**src/rtl/ysyx_23060229_mem_arbiter.sv**
```systemverilog
// Round-robin arbiter sharing one memory port between IFU and LSU.
// One transaction at a time: request, memory handshake, response or timeout.
module ysyx_23060229_mem_arbiter #(
    parameter int ADDR_W  = 32,
    parameter int DATA_W  = 32,
    parameter int TIMEOUT = 255
) (
    input  logic                clk,
    input  logic                rst,
    input  logic                ifu_valid,
    output logic                ifu_ready,
    input  logic [ADDR_W-1:0]   ifu_addr,
    output logic                ifu_rvalid,
    output logic [DATA_W-1:0]   ifu_rdata,
    output logic                ifu_err,
    input  logic                lsu_valid,
    output logic                lsu_ready,
    input  logic [ADDR_W-1:0]   lsu_addr,
    input  logic                lsu_wen,
    input  logic [DATA_W-1:0]   lsu_wdata,
    input  logic [DATA_W/8-1:0] lsu_wmask,
    output logic                lsu_rvalid,
    output logic [DATA_W-1:0]   lsu_rdata,
    output logic                lsu_err,
    output logic                mem_req_valid,
    input  logic                mem_req_ready,
    output logic [ADDR_W-1:0]   mem_addr,
    output logic                mem_wen,
    output logic [DATA_W-1:0]   mem_wdata,
    output logic [DATA_W/8-1:0] mem_wmask,
    input  logic                mem_rsp_valid,
    input  logic [DATA_W-1:0]   mem_rdata
);
    localparam int MW   = DATA_W / 8;
    localparam int WD_W = (TIMEOUT < 2) ? 1 : $clog2(TIMEOUT);
    localparam logic [WD_W-1:0] WD_LAST = WD_W'(TIMEOUT - 1);

    typedef enum logic [1:0] {IDLE, REQ, WAIT} state_t;

    state_t            state_q, state_d;
    logic              grant_q;
    logic              last_q;
    logic [WD_W-1:0]   wd_q;
    logic [ADDR_W-1:0] addr_q;
    logic              wen_q;
    logic [DATA_W-1:0] wdata_q;
    logic [MW-1:0]     wmask_q;

    logic              pick_lsu;
    logic              accept;
    logic              rsp;
    logic              tmo;
    logic              done;
    logic [DATA_W-1:0] rsp_data;

    // grant_q/last_q: 1 = LSU, 0 = IFU; a tie goes to whoever was not last
    assign pick_lsu = lsu_valid & (~ifu_valid | ~last_q);
    assign accept   = (state_q == IDLE) & (ifu_valid | lsu_valid) & ~rst;

    assign rsp  = (state_q == WAIT) & ~rst & mem_rsp_valid;
    assign tmo  = (state_q == WAIT) & ~rst & ~mem_rsp_valid & (wd_q == WD_LAST);
    assign done = rsp | tmo;
    assign rsp_data = (rsp & ~(grant_q & wen_q)) ? mem_rdata : '0;

    assign ifu_ready  = accept & ~pick_lsu;
    assign lsu_ready  = accept & pick_lsu;
    assign ifu_rvalid = done & ~grant_q;
    assign ifu_err    = tmo & ~grant_q;
    assign ifu_rdata  = grant_q ? '0 : rsp_data;
    assign lsu_rvalid = done & grant_q;
    assign lsu_err    = tmo & grant_q;
    assign lsu_rdata  = grant_q ? rsp_data : '0;

    assign mem_req_valid = (state_q == REQ) & ~rst;
    assign mem_addr      = addr_q;
    assign mem_wen       = wen_q;
    assign mem_wdata     = wdata_q;
    assign mem_wmask     = wmask_q;

    always_comb begin
        state_d = state_q;
        unique case (state_q)
            IDLE:    if (accept) state_d = REQ;
            REQ:     if (mem_req_ready) state_d = WAIT;
            WAIT:    if (done) state_d = IDLE;
            default: state_d = IDLE;
        endcase
    end

    always_ff @(posedge clk) begin
        if (rst) begin
            state_q <= IDLE;
            grant_q <= 1'b0;
            last_q  <= 1'b0;
            wd_q    <= '0;
            addr_q  <= '0;
            wen_q   <= 1'b0;
            wdata_q <= '0;
            wmask_q <= '0;
        end else begin
            state_q <= state_d;
            if (accept) begin
                grant_q <= pick_lsu;
                last_q  <= pick_lsu;
                addr_q  <= pick_lsu ? lsu_addr : ifu_addr;
                wen_q   <= pick_lsu & lsu_wen;
                wdata_q <= pick_lsu ? lsu_wdata : '0;
                wmask_q <= pick_lsu ? lsu_wmask : '0;
            end
            if (state_q == REQ && mem_req_ready)
                wd_q <= '0;
            else if (state_q == WAIT)
                wd_q <= wd_q + 1'b1;
        end
    end
endmodule

```
**config.mk**
```make
export PLATFORM = sky130hd
export DESIGN_NAME = ysyx_23060229_mem_arbiter
export DESIGN_NICKNAME = d
export VERILOG_FILES = /design/src/rtl/ysyx_23060229_mem_arbiter.sv
export SDC_FILE = /design/constraint.sdc
export NUM_CORES = 1
export LEC_CHECK = 0
export CORE_AREA = 2 2 107 109
export CTS_BUF_LIST = sky130_fd_sc_hd__clkbuf_8 sky130_fd_sc_hd__clkbuf_16
export DETAILED_ROUTE_END_ITERATION = 6
export DIE_AREA = 0 0 109 111
export MAX_ROUTING_LAYER = met4
export PLACE_DENSITY = 0.81
export SYNTH_ARGS = -nofsm -noshare
export SYNTH_HDL_FRONTEND = slang
export SYNTH_SLANG_ARGS = --single-unit
```
**constraint.sdc**
```tcl
create_clock -name clk -period 4.7 [get_ports clk]
set_input_delay 0.705 -clock clk [delete_from_list [all_inputs] [get_ports clk]]
set_output_delay 0.705 -clock clk [all_outputs]
set_load 0.02 [all_outputs]
```
==> out/metrics.yaml, run 1 <==
dpl.cell_count: 792
cpMostUsedCell: "clkdlybuf4s50_1"
grt_start_max_net_pins: 42
routabilityCongestion: 0.827
routed_wl_mm: 13.0
die_h_um: 111
critPathArrivalTime_ns: 3.36
p_sw_frac: 0.273
die_w_um: 109
first_iter_violations: 183
p_seq_frac: 0.391
rr_worst_depth: 4
worstPathCellList: "clkdlybuf4s50_1, or3b_4, nor3b_4, and2_2, clkdlybuf4s50_1"
min_path_type: "register to register"
synth.yosys.seq_area_share: 0.443
synth.area.top_cells: "dfxtp_1, and2_1, a22o_1"
synthArstFlopShare: 0
slowest_stage: "nor3b_4"
intPower_mw: 1.44
cellPowerDensity_nw_per_um2: 293
synth_seq_cells: 80
rr_endpoint: "mem_addr[5]"
peakVddDrop_mv: 0.201
vias: 3997
cts_root_buffer: "clkbuf_16"
ios: 279
synth_top_area_share: 0.443
finalHoldViolations: 0
critPathCaptureType: "output port"
fillCellCount: 932
fin_skew_ns: 0.00635
cap_violations: 0
dieArea_um2: 12100
fp.coreArea_um2: 11100
worst_pin_slew_ns: 1.10
rsz0062_at_grt: "false"
cts_tree: "built"
syn_nets: 543
cts_setup_buffers: 0
mostFrequentLayoutCell: "clkdlybuf4s50_1"
synth-edff-count: 0
ys.flop_type: "dfxtp_1"
grt_pass1_wl_mm: 19.6
drcViolationCount: 0
clkSinkCount: 80
fp-row-count: 39
ctsHoldBuffers: 0
antenna_found_initial: 0
syn_to_final_growth_pct: 86.7
instances_no_fill: 808
setup_tns_ns: 0
drv_slew: 0
setup.worst_path.class: "input port to output port"
holdPathStages: 1
io_buffers: 278
finalCriticalPeriod_ns: 4.07
first_pass_iters: 4
final_cell_mix: "clkdlybuf4s50_1, dfxtp_1, and2_1, nand2_1, a22o_1"
r2r_slack_ns: 1.99
ctsResizeCount: 0
leakage_nw: 2.49
max_freq_mhz: 246
dp_hpwl_mm: 10.1
syn_inst: 402
clk_latency_ns: 0.33
path_max_fanout: 32
synth_top_area_cell: "dfxtp_1"
syn_area_um2: 3610
final_nets: 801
startpoint_type: "input port"
layout-drive-gt1-share: 0.0451
reg2reg_from: "state_q[1]"
fin_crit_sh: 0.866
ys_types: 41
clock_path_buffers: 2
grt_pass1_vias: 4077
cpPeakStageDelay_ns: 0.72
drt-vias-per-instance: 4.95
clkTransAtPathRegs_ns: 0.06
syn_avg_cell_area_um2: 8.99
cts_max_level: 3
pwr-share-comb: 0.245
setup_viol: 0
holdCritStartpoint: "mem_wdata[12]"
p_clk_frac: 0.364
grt_usage: 0.212
required_ns: 3.99
slew_headroom: 0.265
initial_utilization: 0.326
ys_warn_count: 0
ant_nets: 0
antenna_cells: 0
routedWlPerCell_um: 16.1
whs_endpoint: "mem_wdata[12]"
status: "complete, no violations"
overflow: 0
cts_buffers: 9
power_switching_mw: 0.540
[kinds of logic (layout without fill, tap and decap cells)]
| group | count (synthesis) | in the layout | synth area share |
|---|---|---|---|
| compound gates | 117 | 117 | 0.242 |
| simple gates | 157 | 157 | 0.235 |
| mux | 3 | 3 | 0.00831 |
| flops | 80 | 80 | 0.443 |
| xor+xnor | 2 | 2 | 0.00485 |
| buf+inv | 41 | 304 | 0.0599 |
| fa+ha+maj | 2 | 2 | 0.00692 |
[critical path: cells and delay by family]
kind / cells / cell delay (ns)
and+or+nand+nor: 3 / 1.48
buffers and inverters: 2 / 1.18
[through the flow]
step	hold WS (ns)	instance area, um2	total power [mW]	setup WS, ns	util
floorplan	0.465	3610	1.00	2.00	-
global placement	0.447	6430	1.26	0.702	0.581
detailed placement	0.455	6430	1.27	0.623	0.581
CTS	0.476	6750	2.00	0.616	0.609
global route	0.495	6750	2.06	0.446	0.609
finish	0.475	6750	1.98	0.630	0.609
[state kept, by name, summed over array words and instances, names as in the netlist]
signal     cells
mem_wmask      4
mem_wdata     32
state_q        2
mem_addr      32
last_q         1
wd_q           8
mem_wen        1
[worst max-delay path by stage]
stage               slack (ns)  from  cells after the start            end
floorplan                 2.00   rst                      3        ifu_err
global placement          0.70   rst                      5  lsu_rdata[17]
detailed placement        0.62   rst                      5  ifu_rdata[31]
CTS                       0.62   rst                      5  ifu_rdata[31]
global route              0.45   rst                      5  ifu_rdata[31]
finish                    0.63   rst                      5  ifu_rdata[31]
[final cells by class]
cell class / instances / area (um2) / area share
clock buffers: 11 / 253 / 0.0374
repair buffers: 283 / 2820 / 0.418
inverters: 5 / 18.8 / 0.00278
clock inverters: 5 / 63.8 / 0.00945
well taps: 143 / 179 / 0.0265
flip-flops and latches: 80 / 1600 / 0.237
multi-input cells: 281 / 1810 / 0.269
[Yosys cell counts, drive strengths merged (2+ instances only)]
master	number
mux2i	3
nand2	63
or3	4
nor3	4
nand3b	2
nor2	6
clkbuf	14
buf	22
o2bb2ai	3
nor3b	3
a21oi	35
a311oi	29
dfxtp	80
xnor2	2
o21ai	5
ha	2
and2	66
a22o	38
inv	5
[power by group through the flow]
stage | clock network (mW) | logic [mW] | registers (mW)
3_3_place_gp | 0 | 0.478 | 0.784
4_1_cts | 0.737 | 0.487 | 0.774
2_1_floorplan | 0 | 0.158 | 0.844
5_1_grt | 0.763 | 0.515 | 0.781
6_report | 0.721 | 0.485 | 0.775
3_5_place_dp | 0 | 0.486 | 0.788
[per-layer routing]
metal  up-vias  global-route usage  wire length [um]
met5         -                   -                 0
met4         0              0.0880               327
met3        24              0.0447               968
met2       192               0.396              6920
met1      1830               0.207              4790
li1       1951                   -                 -
Note: power is estimated with default switching activity, not from simulation.
==> inputs of run 2 (changes only) <==
--- a/config.mk
+++ b/config.mk
@@ -11,6 +11,7 @@
 export DIE_AREA = 0 0 109 111
 export MAX_ROUTING_LAYER = met4
 export PLACE_DENSITY = 0.81
+export SLEW_MARGIN = 30
 export SYNTH_ARGS = -nofsm -noshare
 export SYNTH_HDL_FRONTEND = slang
 export SYNTH_SLANG_ARGS = --single-unit
==> out/metrics.yaml, run 2 (synthesis results as in run 1) <==
cpMostUsedCell: "clkdlybuf4s50_1"
path_max_fanout: 32
first_iter_violations: 189
final_nets: 802
grt_pass1_wl_mm: 20.0
fin_crit_sh: 0.866
initial_utilization: 0.326
reg2reg_from: "state_q[1]"
cellPowerDensity_nw_per_um2: 310
mostFrequentLayoutCell: "clkdlybuf4s50_1"
syn_to_final_growth_pct: 89.0
clock_path_buffers: 2
r2r_slack_ns: 2.39
grt_usage: 0.217
instances_no_fill: 808
final_cell_mix: "clkdlybuf4s50_1, dfxtp_1, and2_1, nand2_1, a22o_1"
fp.coreArea_um2: 11100
layout-drive-gt1-share: 0.0466
setup_tns_ns: 0
grt_pass1_vias: 3983
max_freq_mhz: 246
critPathBufInv: 2
cap_violations: 0
dieArea_um2: 12100
startpoint_type: "input port"
finalCriticalPeriod_ns: 4.07
critPathArrivalTime_ns: 3.37
first_pass_iters: 4
min_path_type: "register to register"
cpPeakStageDelay_ns: 0.72
finalHoldViolations: 0
leakage_nw: 2.53
overflow: 0
holdPathStages: 1
die_w_um: 109
die_h_um: 111
setup_viol: 0
ios: 279
fin_skew_ns: 0.00525
routedWlPerCell_um: 16.2
cts_max_level: 3
antenna_found_initial: 0
fp-row-count: 39
drt-vias-per-instance: 4.97
worstPathCellList: "clkdlybuf4s50_1, or3b_4, nor3b_4, and2_2, clkdlybuf4s50_1"
slowest_stage: "nor3b_4"
routed_wl_mm: 13.1
rr_worst_depth: 4
slew_headroom: 0.454
vias: 4019
worst_pin_slew_ns: 0.818
clk_latency_ns: 0.33
rr_endpoint: "mem_addr[1]"
holdCritStartpoint: "mem_wdata[0]"
routabilityCongestion: 0.827
rsz0062_at_grt: "false"
cts_setup_buffers: 0
clkSinkCount: 80
cp_top_family: "simple AND/OR/NAND/NOR gates"
status: "complete, no violations"
peakVddDrop_mv: 0.204
cts_tree: "built"
dpl.cell_count: 793
cts_root_buffer: "clkbuf_16"
ctsResizeCount: 0
drcViolationCount: 0
drv_slew: 0
ctsHoldBuffers: 0
io_buffers: 278
antenna_cells: 0
grt_start_max_net_pins: 39
clkTransAtPathRegs_ns: 0.06
required_ns: 3.99
ant_nets: 0
dp_hpwl_mm: 10.2
cts_buffers: 9
setup.worst_path.class: "input port to output port"
whs_endpoint: "mem_wdata[0]"
critPathCaptureType: "output port"
==> run 2: power by group <==
group | leakage [nW] | switching, mW | internal, mW
logic | 1.69 | 0.225 | 0.265
registers | 0.656 | 0.0389 | 0.736
clock network | 0.179 | 0.268 | 0.585
==> run 2: worst max-delay path by stage <==
stage / startpoint / end / slack [ns] / cells past startpoint
6_report: rst / ifu_rdata[31] / 0.63 / 5
5_1_grt: rst / ifu_rdata[31] / 0.40 / 5
4_1_cts: rst / ifu_rdata[31] / 0.64 / 5
3_5_place_dp: rst / ifu_rdata[31] / 0.65 / 5
3_3_place_gp: rst / lsu_rdata[17] / 0.70 / 5
2_1_floorplan: rst / ifu_err / 2.00 / 3
==> run 2: layer usage <==
metal	wire length, um	vias up	global-route usage
li1	-	1950	-
met1	4820	1851	0.224
met2	6980	199	0.395
met3	1010	19	0.0517
met4	294	0	0.0744
met5	0	-	-
==> run 2: stage by stage <==
stage	hold WS [ns]	setup WS (ns)	utilization	cell area, um2	power, mW
finish	0.473	0.629	0.617	6830	2.12
global route	0.488	0.403	0.617	6830	2.20
CTS	0.475	0.641	0.617	6830	2.14
detailed placement	0.454	0.649	0.583	6460	1.28
global placement	0.447	0.702	0.581	6430	1.26
floorplan	0.465	2.00	-	3610	1.00
==> run 2: worst register-to-register path, delay by kind of cell, from the launching register on <==
family / cells / cell delay (ns)
simple gates: 2 / 1.21
flops: 1 / 0.41
buf+inv: 1 / 0.33
compound gates: 1 / 0.21
==> run 2: area by class of cell <==
| type | count | area [um2] |
|---|---|---|
| Timing Repair Buffer | 284 | 2850 |
| Sequential cell | 80 | 1600 |
| Clock inverter | 5 | 129 |
| Multi-Input combinational cell | 281 | 1820 |
| Tap cell | 143 | 179 |
| Inverter | 5 | 18.8 |
| Fill cell | 920 | 4250 |
| Clock buffer | 10 | 239 |
==> variant 1 (config.mk and constraints of run 1) <==
Make the reset (`rst`) asynchronous in one clocked block.
--- a/src/rtl/ysyx_23060229_mem_arbiter.sv
+++ b/src/rtl/ysyx_23060229_mem_arbiter.sv
@@ -89,3 +89,3 @@
 
-    always_ff @(posedge clk) begin
+    always_ff @(posedge clk or posedge rst) begin
         if (rst) begin
Formal check against the unedited RTL: differs if rst is asserted again (counterexample within 4 cycles, from zero or initial values and one cycle with rst high); with rst held inactive, the same outputs for 10 cycles.
==> variant 1 against run 1 <==
Wire length increased by 1.1%. Non-clock buffer count unchanged. Final area increased by 3.9%. Global-route usage increased by 1.2 points. Worst setup slack improved by 0.17 ns. Area after synthesis increased by 7.2%. Critical path depth unchanged. Sequential cell count unchanged.
Power is not compared: it rests on default switching activity, and its combinational part moved more than twofold at a synthesized area within 25%.
==> variant 1: results (changes against run 1) <==
* Status: complete, no violations (unchanged)
* Share of cells above drive strength 1 at 0.0432 (was 0.0451)
* Hold path start: mem_wdata[1] (was mem_wdata[12])
* Worst r2r src: state_q[0] (was state_q[1])
* Delay-heaviest family, CP: simple AND/OR/NAND/NOR gates (unchanged)
* Vias in the first global route at 3934 (was 4077)
* Synth Flop Type: dfrtp_1 (was dfxtp_1)
* Initial DRC Count at 264 (was 183)
* Met2 Use GR at 0.393 (was 0.396)
* Hold Path Depth at 1 (unchanged)
* M1 GR Usage at 0.234 (was 0.207)
* Critical path data arrival time at 3.19 ns (was 3.36 ns)
* GR Layer Usage met3 at 0.0553 (was 0.0447)
* Post-route DRC at 0 (unchanged)
* Routability congestion estimate at 0.769 (was 0.827)
* DP Area at 6670 um2 (was 6430 um2)
* Top Layer Used: met4 (unchanged)
* Met1 WL at 4.77 mm (was 4.79 mm)
* Most frequent cells after synthesis: dfrtp_1 (80), and2_1 (64), a22o_1 (37) (was dfxtp_1 (80), and2_1 (65), nand2_1 (63))
* Pre-CTS setup slack at 0.809 ns (was 0.623 ns)
* First-pass GRT wire length at 20.2 mm (was 19.6 mm)
* Clk Latency, worst-skew pair at 0.33 ns (about the same)
* Root buf cell: clkbuf_16 (unchanged)
* GRT Total Usage at 0.224 (was 0.212)
* Post-synthesis sequential area ratio at 0.516 (was 0.443)
* Most common cell in the netlist: dfrtp_1 (was dfxtp_1)
* Met3 wire len at 1.07 mm (was 968 um)
* Layout net count at 738 (was 801)
* Initial antenna violation count at 3 (was 0)
* Vias per cell at 5.11 (was 4.95)
* Post-synth ARST share at 1.00 (was 0)
* Met2 wire len at 6.97 mm (was 6.92 mm)
* Clk buf depth at 2 (unchanged)
* Worst r2r path cells at 5 (was 4)
* Worst VDD drop at between 0.3 and 0.4 mV
* Post-synth net total at 472 (was 543)
* Count of cell types in the netlist at 39 (was 41)
* Largest net degree at the start of global routing at 71 (was 42)
* DR WL/cell at 17.6 um (was 16.1 um)
* Fill cells at 887 (was 932)
* Final core utilization at 0.633 (was 0.609)
* Via Count at 3824 (was 3997)
* Synth Instances at 331 (was 402)
* Number of flops mapped to enable cells by yosys at 0 (unchanged)
* Slew headroom at 0.371 (was 0.265)
* Leakage at just under 3 nW
* Synth area leaders: dfrtp_1 (52%), and2_1 (10%), a22o_1 (8.4%), a221o_1 (8.3%), a21boi_0 (6.2%) (was dfxtp_1 (44%), and2_1 (11%), a22o_1 (9.2%), a311oi_1 (7.0%), nand2_1 (6.5%))
* Inst Count DP at 729 (was 792)
* Worst Clk Skew at 0.00535 ns (was 0.00635 ns)
* Post-detail-place hpwl at 9.96 mm (was 10.1 mm)
* CP max stage delay at 0.76 ns (was 0.72 ns)
* Slowest cell on crit path: and3b_1 (was nor3b_4)
variant 1: cell count changes in the layout (fill, tap and decap cells not counted), sizes merged, moves of 4 or more:
cell / before / now
dfrtp: 0 / 80
dfxtp: 80 / 0
nand2: 63 / 4
a21oi: 35 / 3
a221o: 0 / 32
a21boi: 1 / 32
a311oi: 29 / 0
nand3: 1 / 5
variant 1: final cells by class:
type / instances / share of cell area
diodes: 3 / 0.00107
clock buffers: 11 / 0.0360
clock inverters: 5 / 0.0112
inverters: 4 / 0.00232
multi-input cells: 219 / 0.236
flip-flops and latches: 80 / 0.286
well taps: 143 / 0.0255
repair buffers: 283 / 0.402
variant 1: power breakdown:
| part | switching, mW | leakage [nW] | internal (mW) | total (mW) |
|---|---|---|---|---|
| logic | 0.866 | 1.73 | 0.956 | 1.82 |
| registers | 0.219 | 1.03 | 1.01 | 1.23 |
| clock network | 0.268 | 0.166 | 0.493 | 0.761 |
variant 1: final timing paths:
kind,endpoint,slack [ns]
worst max-delay path,ifu_rdata[21],0.80
worst min-delay path,mem_wdata[1],0.50
worst min register to register,mem_wdata[1],0.50
min in group asynchronous,mem_wmask[2],0.94
worst max register to register,mem_addr[21],2.45
max in group asynchronous,mem_addr[6],2.79
variant 1: logic make-up (layout without fill, tap and decap cells):
family          Yosys count  count (layout)  synth area share
compound gates          116             116             0.252
xor+xnor                  2               2           0.00452
fa+ha+maj                 2               2           0.00645
buf+inv                  32             303            0.0568
flops                    80              80             0.516
other cells               0               3                 0
simple gates             99              99             0.164
variant 1: worst reg2reg max path, stage by stage (launching register included):
cell and delay (ns):
dfrtp_1 0.46, nor3_4 0.20, buf_4 0.34, and3_2 0.28, buf_4 0.57, a221o_1 0.34
==> variant 2 (flow settings as in run 1) <==
Without the edit above. The parameter `DATA_W` goes from 32 to 36.
--- a/src/rtl/ysyx_23060229_mem_arbiter.sv
+++ b/src/rtl/ysyx_23060229_mem_arbiter.sv
@@ -4,3 +4,3 @@
     parameter int ADDR_W  = 32,
-    parameter int DATA_W  = 32,
+    parameter int DATA_W  = 36,
     parameter int TIMEOUT = 255
Interface: changed (5 resized); port bits go from 279 to 299. No check against the original RTL was run, so the function may have changed too.
==> variant 2 against run 1 <==
Area after synthesis fell by 0.62%. Critical endpoint is now ifu_rvalid. Worst setup slack improved by 0.31 ns. Highest routed layer unchanged. First-iteration DRC count fell by 5.5%. Clock power rose by 2%. Wire length rose by 6.1%. Power fell by 0.64%. Sequential cell count rose by 4. Final area rose by 3.8%.
==> variant 2: results (changes against run 1) <==
* First drt pass iteration count at 6 (was 4)
* Initial DRC Count at 173 (was 183)
* Most frequent cells after synthesis: dfxtp_1 (84), and2_1 (73), a22o_1 (41) (was dfxtp_1 (80), and2_1 (65), nand2_1 (63))
* Pint at 1.47 mW (was 1.44 mW)
* CP max stage delay at 0.63 ns (was 0.72 ns)
* Pwr/cell area at 281 nW/um2 (was 293 nW/um2)
* Worst Clk Skew at 0.00566 ns (was 0.00635 ns)
* Fin Hold WS at 0.477 ns (was 0.475 ns)
* Post-synthesis sequential area ratio at 0.468 (was 0.443)
* Post-synth net total at 524 (was 543)
* Inst Count DP at 789 (was 792)
* Worst-Margin Slew at 0.789 ns (was 1.10 ns)
* Reg2reg end: mem_wmask[0] (was mem_addr[5])
* Hold path start: mem_wdata[23] (was mem_wdata[12])
* Largest net degree at the start of global routing at 43 (was 42)
* Synth area leaders: dfxtp_1 (47%), and2_1 (13%), a22o_1 (10%), a221o_1 (6.4%), and3_1 (4.2%) (was dfxtp_1 (44%), and2_1 (11%), a22o_1 (9.2%), a311oi_1 (7.0%), nand2_1 (6.5%))
* GRT Total Usage at 0.227 (was 0.212)
* Leakage at 2.69 nW (was 2.49 nW)
* CP endpoint: ifu_rvalid (was ifu_rdata[31])
* Pre-CTS setup slack at 0.948 ns (was 0.623 ns)
* Crit path max fanout at 17 (was 32)
* Status: complete, no violations (unchanged)
* IO Port Bufs at 298 (was 278)
* First-pass GRT wire length at 21.1 mm (was 19.6 mm)
* Layout net count at 806 (was 801)
* Slowest cell on crit path: clkdlybuf4s50_1 (was nor3b_4)
* Share of cells above drive strength 1 at 0.0468 (was 0.0451)
* FF-to-FF setup slack at 2.61 ns (was 1.99 ns)
* Routed WL at 13.8 mm (was 13.0 mm)
* Post-detail-place hpwl at 10.5 mm (was 10.1 mm)
* Hold EP: mem_wdata[23] (was mem_wdata[12])
* Fin crit period at 3.76 ns (was 4.07 ns)
* Routability congestion estimate at 0.849 (was 0.827)
* DR WL/cell at 17.1 um (was 16.1 um)
* DP Area at 6680 um2 (was 6430 um2)
[variant 2: changes by cell type in the layout (fill, tap and decap cells not counted), sizes merged, moves of 4 or more]
| cell | before | now |
|---|---|---|
| nand4 | 1 | 10 |
| and3 | 0 | 24 |
| o21ai | 5 | 14 |
| a311oi | 29 | 0 |
| a21oi | 35 | 8 |
| dfxtp | 80 | 84 |
| nand3 | 1 | 10 |
| clkdlybuf4s50 | 278 | 298 |
| a221o | 0 | 23 |
| and2 | 66 | 73 |
| nand2 | 63 | 3 |
| a31oi | 0 | 9 |
[variant 2: routing by layer]
layer / wire length (um) / GRT usage
met5: 0 / -
met4: 259 / 0.0761
met3: 986 / 0.0541
met2: 7050 / 0.380
met1: 5500 / 0.263
[variant 2: power groups by stage]
stage	Combinational (mW)	Clock, mW	Sequential, mW
6_report	0.432	0.737	0.798
5_1_grt	0.455	0.793	0.803
4_1_cts	0.433	0.756	0.798
3_5_place_dp	0.430	0	0.812
3_3_place_gp	0.422	0	0.810
2_1_floorplan	0.117	0	0.863
[variant 2: critical path: cells and delay by family]
| family | cells | cell delay (ns) |
|---|---|---|
| AOI/OAI and AO/OA | 1 | 0.16 |
| buffers and inverters | 3 | 1.23 |
| and+or+nand+nor | 2 | 0.95 |
[variant 2: cell type report]
cell class                 instances  area share
clock buffer                      12      0.0380
clock inverter                     4     0.00786
inverter                           4     0.00214
multi-input combinational        252       0.252
sequential                        84       0.240
tap                              143      0.0255
timing repair buffer             306       0.434
[variant 2: logic make-up after synthesis]
group	synth area share
simple gates	0.250
compound gates	0.224
flops	0.468
buf+inv	0.0463
xor+xnor	0.00488
fa+ha+maj	0.00697
